==> src/rtl/output_layer_collector.sv <==
// Collects serial output-layer sigmoid samples into a parallel digit weight bank and
// pulses network_done when a complete bank is published. Optional INDEX_CHECK_EN adds index checking.
module output_layer_collector #(
  parameter int unsigned NUM_DIGITS  = 10,
  parameter int unsigned WEIGHT_BITS = 4,
  parameter int unsigned CNT_BITS    = 4
) (
  input  logic                                    clk,
  input  logic                                    n_rst,
  input  logic                                    layer_start,
  input  logic                                    sig_valid,
  input  logic [WEIGHT_BITS-1:0]                  sig_data,
`ifdef INDEX_CHECK_EN
  input  logic [CNT_BITS-1:0]                     sig_index,
  output logic                                    index_err,
`endif
  output logic                                    sig_ready,
  output logic [0:NUM_DIGITS-1][WEIGHT_BITS-1:0]  digit_weights,
  output logic                                    network_done,
  output logic                                    busy
);

  localparam logic [CNT_BITS-1:0] LAST_IDX = CNT_BITS'(NUM_DIGITS - 1);

  typedef enum logic [1:0] {
    S_IDLE    = 2'd0,
    S_COLLECT = 2'd1,
    S_DONE    = 2'd2
  } state_t;

  state_t                                  r_state;
  state_t                                  w_state_next;
  logic [CNT_BITS-1:0]                     r_sample_cnt;
  logic [0:NUM_DIGITS-1][WEIGHT_BITS-1:0]  r_shadow;
  logic [0:NUM_DIGITS-1][WEIGHT_BITS-1:0]  w_bank;
  logic                                    w_accept;
  logic                                    w_last;
  logic                                    w_abort;

  always_ff @(posedge clk or negedge n_rst) begin
    if (!n_rst) r_state <= S_IDLE;
    else        r_state <= w_state_next;
  end

  always_comb begin
    w_state_next = r_state;
    case (r_state)
      S_IDLE:    if (layer_start) w_state_next = S_COLLECT;
      S_COLLECT: if (w_accept && w_last) w_state_next = S_DONE;
      S_DONE:    w_state_next = layer_start ? S_COLLECT : S_IDLE;
      default:   w_state_next = S_IDLE;
    endcase
  end

  // layer_start in COLLECT wins over a sample offered in the same cycle
  always_comb begin
    sig_ready    = 1'b0;
    busy         = 1'b0;
    network_done = 1'b0;
    w_abort      = 1'b0;
    case (r_state)
      S_COLLECT: begin
        busy      = 1'b1;
        sig_ready = !layer_start;
        w_abort   = layer_start;
      end
      S_DONE:    network_done = 1'b1;
      default:   ;
    endcase
    w_accept = sig_valid && sig_ready;
    w_last   = (r_sample_cnt == LAST_IDX);
  end

  // Shadow bank with the current sample merged in, so completion publishes all entries at once
  always_comb begin
    w_bank = r_shadow;
    if (w_accept) w_bank[r_sample_cnt] = sig_data;
  end

  always_ff @(posedge clk or negedge n_rst) begin
    if (!n_rst) begin
      r_sample_cnt  <= '0;
      r_shadow      <= '0;
      digit_weights <= '0;
    end else if (w_abort) begin
      r_sample_cnt <= '0;
    end else if (w_accept) begin
      r_shadow <= w_bank;
      if (w_last) begin
        r_sample_cnt  <= '0;
        digit_weights <= w_bank;
      end else begin
        r_sample_cnt <= r_sample_cnt + CNT_BITS'(1);
      end
    end
  end

`ifdef INDEX_CHECK_EN
  // Sticky until a new layer is started from IDLE or DONE
  always_ff @(posedge clk or negedge n_rst) begin
    if (!n_rst) begin
      index_err <= 1'b0;
    end else if (layer_start && (r_state != S_COLLECT)) begin
      index_err <= 1'b0;
    end else if (w_accept && (sig_index != r_sample_cnt)) begin
      index_err <= 1'b1;
    end
  end
`endif

endmodule

==> config.mk <==
export PLATFORM = sky130hd
export DESIGN_NAME = output_layer_collector
export DESIGN_NICKNAME = d
export VERILOG_FILES = /design/src/rtl/output_layer_collector.sv
export SDC_FILE = /design/constraint.sdc
export NUM_CORES = 1
export LEC_CHECK = 0
export ABC_AREA = 1
export CAP_MARGIN = 20
export CORE_MARGIN = 2
export CORE_UTILIZATION = 49
export DETAILED_ROUTE_END_ITERATION = 10
export PLACE_DENSITY = 0.76
export SYNTH_ARGS = -nofsm -noshare
export SYNTH_HDL_FRONTEND = slang
export SYNTH_SLANG_ARGS = --single-unit
==> constraint.sdc <==
create_clock -name clk -period 1.1 [get_ports clk]
set_input_delay 0.22 -clock clk [delete_from_list [all_inputs] [get_ports clk]]
set_output_delay 0.22 -clock clk [all_outputs]
set_load 0.01 [all_outputs]
==> metrics.log <==
[metrics] result of the run: finished, violations left
[metrics] violations in the final reports: negative setup slack
[metrics] average wire per standard cell: around 15 µm
[metrics] final global-route overflow total: 0
[metrics] post-detailed-routing wire length: between 10000 and 15000 µm
[metrics] time the worst path needs with I/O delays and setup: 1471 ps
[metrics] first-pass GRT wire length: 16060 µm
[metrics] worst setup slack before clock tree synthesis: -491.3 ps
[metrics] number of antenna violations at the first check in global routing: 0
[metrics] post-detailed-route via-to-cell ratio: between 5 and 6
[metrics] via count of the first global-routing pass: around 3.4k
[metrics] final-layout worst hold slack: between 300 and 400 ps
[metrics] placer's final routability congestion estimate: between 0.9 and 1
[metrics] sum of negative setup slack: -25330 ps
[metrics] DR DRC count: 0
[metrics] crit path max fanout: 6
[metrics] most common library cell in the layout ignoring fill and taps: sky130_fd_sc_hd__nand2_1
[metrics] horizontal die dimension: approximately 90 µm
[metrics] leakage power of the design: 2.844 nW
[metrics] number of vias in the routed layout: ~3.5k
[metrics] CTS Sinks: 82
[metrics] Starting DRT DRC Count: 154
[metrics] worst-skew pair later-pin latency: approximately 360 ps
[metrics] number of nets still failing antenna checks after routing: 0
[metrics] total number of nets in the final design: around 600
[metrics] CTS Root Buffer Type: sky130_fd_sc_hd__clkbuf_8
[metrics] Cell variety after synth: 20
[metrics] ratio of final minimum period to clock period: 1.337
[metrics] number of diodes added for antenna fixing: 0
[metrics] largest voltage drop on the vdd net: between 0.6 and 0.7 mV
[metrics] worst setup path category: reg -> reg
[metrics] maximum clock frequency: between 600 and 700 MHz
[metrics] area growth from synthesis to layout: 38.51%
[metrics] clk slew on worst S/H paths: 80 ps
[metrics] DIE AREA: approximately 8100 µm²
[metrics] RSZ-0062 raised after global routing: true
[metrics] starting density of the core: 0.5017
[metrics] number of synthesized register bits: 82
[metrics] fraction of layout cells with a size suffix above 1: 0.2953
[metrics] detailed-router iteration count before antenna repair: 5
[metrics] post-synthesis cell count: ~470
[metrics] type of the worst min-delay path: in -> async
[metrics] final-report hold violation count: 0
[metrics] nets in the synthesized netlist: between 400 and 500
[metrics] GRT Util Overall: 0.2456
[metrics] proportion of synthesized chip area in sequential cells: 0.5669
[metrics] mean cell area of the mapped netlist: about 7.8 µm²
[metrics] buffers added on ports: 50
[metrics] required time worst endpoint: between 1000 and 1500 ps
[metrics] Power Density: roughly 1400 nW/µm²
[metrics] Max Cap Violations: 0
[metrics] filler cell count: ~580
[metrics] TritonCTS clock tree: done
[metrics] vertical extent of the die: 89.95 µm
[metrics] Post-Synthesis Cell Area: roughly 3600 µm²
[metrics] post-detailed-placement cell area: 4511 µm²
[metrics] std cell rows: 31
[metrics] setup slack of the critical path after layout: -371.1 ps
[metrics] pin count of the biggest net entering global routing: 41
[metrics] Post-Route Utilization: 0.6949
[metrics] number of buffers created by CTS: 9
[metrics] Std-Cell Core Area: approximately 7000 µm²
[metrics] commonest non-fill, non-tap cells in the layout: 275 x sky130_fd_sc_hd__nand2_1, 78 x sky130_fd_sc_hd__dfrtp_1, 46 x sky130_fd_sc_hd__buf_4
[metrics] Max transition margin: 0.7113
[metrics] final-report setup violation count: a little over 100
[metrics] # IOs: between 50 and 60
[metrics] Critical Path End Type: flop
[metrics] type of element launching the critical path: flop
[metrics] number of cells traversed by the worst register-to-register path: 8
[metrics] number of levels the H-tree was split into: 3
[metrics] worst clock skew on the final layout: about 7 ps
[metrics] fin. max-slew vios: 0
[metrics] post-detail-place hpwl: 5645 µm
[metrics] data arrival time of the worst path: about 1700 ps
[metrics] warning count from the yosys run: 0
[metrics] Layout Cell Area excl Fill: ~5000 µm²
[metrics] transition time at the pin with the least slew margin: around 430 ps
[metrics] Bufs on Longest Clock Path: 2
layout make-up:
| type | count | area [µm²] | share of cell area |
|---|---|---|---|
| clock buffer | 11 | 141.4 | 0.02820 |
| clock inverter | 4 | 51.30 | 0.01023 |
| inverter | 15 | 72.57 | 0.01447 |
| multi-input combinational | 354 | 1602 | 0.3194 |
| sequential | 82 | 2057 | 0.4103 |
| tap | 99 | 123.9 | 0.02471 |
| timing repair buffer | 111 | 929.6 | 0.1854 |
| timing repair inverter | 2 | 36.28 | 0.007237 |
per-stage QoR:
stage / cells / power [mW]
after floorplan: 466 / 4.108
final: 678 / 6.918
after detailed placement: 633 / 4.494
after global placement: 633 / 4.427
after global routing: 678 / 7.222
after CTS: 666 / 6.776
registers in the layout, indices dropped and copies added (netlist names):
register and count:
digit_weights 40, r_sample_cnt 4, r_shadow 36, r_state 2
synthesized netlist by cell type, drive strengths merged:
cell type	number	area, µm²
inv	15	56.30
buf	14	80.08
nand3	2	15.01
nor2	13	76.32
o22ai	2	12.51
nand4	2	18.77
xor2	1	8.760
clkbuf	1	3.750
o21ai	31	155.2
a21oi	1	5.000
nand2	302	1136
dfrtp	82	2052
per-layer routing:
metal	global-route usage	wire, µm	vias up
met4	0.1154	375	0
met1	0.3115	4103	1667
met3	0.03353	488	38
met2	0.4198	5137	129
met5	0	0	-
li1	-	-	1648
worst max-delay path: stages (launching register included):
cell and delay (ps):
sky130_fd_sc_hd__dfrtp_1 400, sky130_fd_sc_hd__buf_6 130, sky130_fd_sc_hd__nor2_4 120, sky130_fd_sc_hd__buf_6 120
sky130_fd_sc_hd__nand3_4 110, sky130_fd_sc_hd__buf_12 200, sky130_fd_sc_hd__buf_16 150, sky130_fd_sc_hd__nand2_2 50
sky130_fd_sc_hd__nand2_1 70
what timing repair did:
action / CTS / global route
gates resized for setup: 215 / 46
setup endpoints to repair: 125 / 125
endpoints found under the hold margin: 18 / 0
pin swaps: 3 / 9
cloned: 3 / 2
hold buffers: 1 / 0
setup buffers: 14 / 10
report_power, final:
part | switching [mW] | internal [mW] | leakage [nW]
logic | 0.727 | 0.503 | 1.63
registers | 0.204 | 3.29 | 1.12
clock network | 1.09 | 1.10 | 0.0958
logic make-up (layout without fill, tap and decap cells):
group / after synthesis / count (layout) / synth area share
compound gates: 34 / 34 / 0.04770
xor+xnor: 1 / 1 / 0.002420
buf+inv: 30 / 143 / 0.03871
flops: 82 / 82 / 0.5669
simple gates: 319 / 319 / 0.3443
path summary, 6_finish.rpt:
path	slack [ps]	endpoint	startpoint
worst min-delay path	300	digit_weights[14]	n_rst
max in group asynchronous	320	r_sample_cnt[1]	n_rst
worst max-delay path	-370	r_shadow[7]	r_state[1]
worst max register to register	-370	r_shadow[7]	r_state[1]
worst min register to register	470	digit_weights[18]	digit_weights[18]
min in group clk	470	digit_weights[18]	digit_weights[18]
Note: power is estimated with default switching activity, not from simulation.
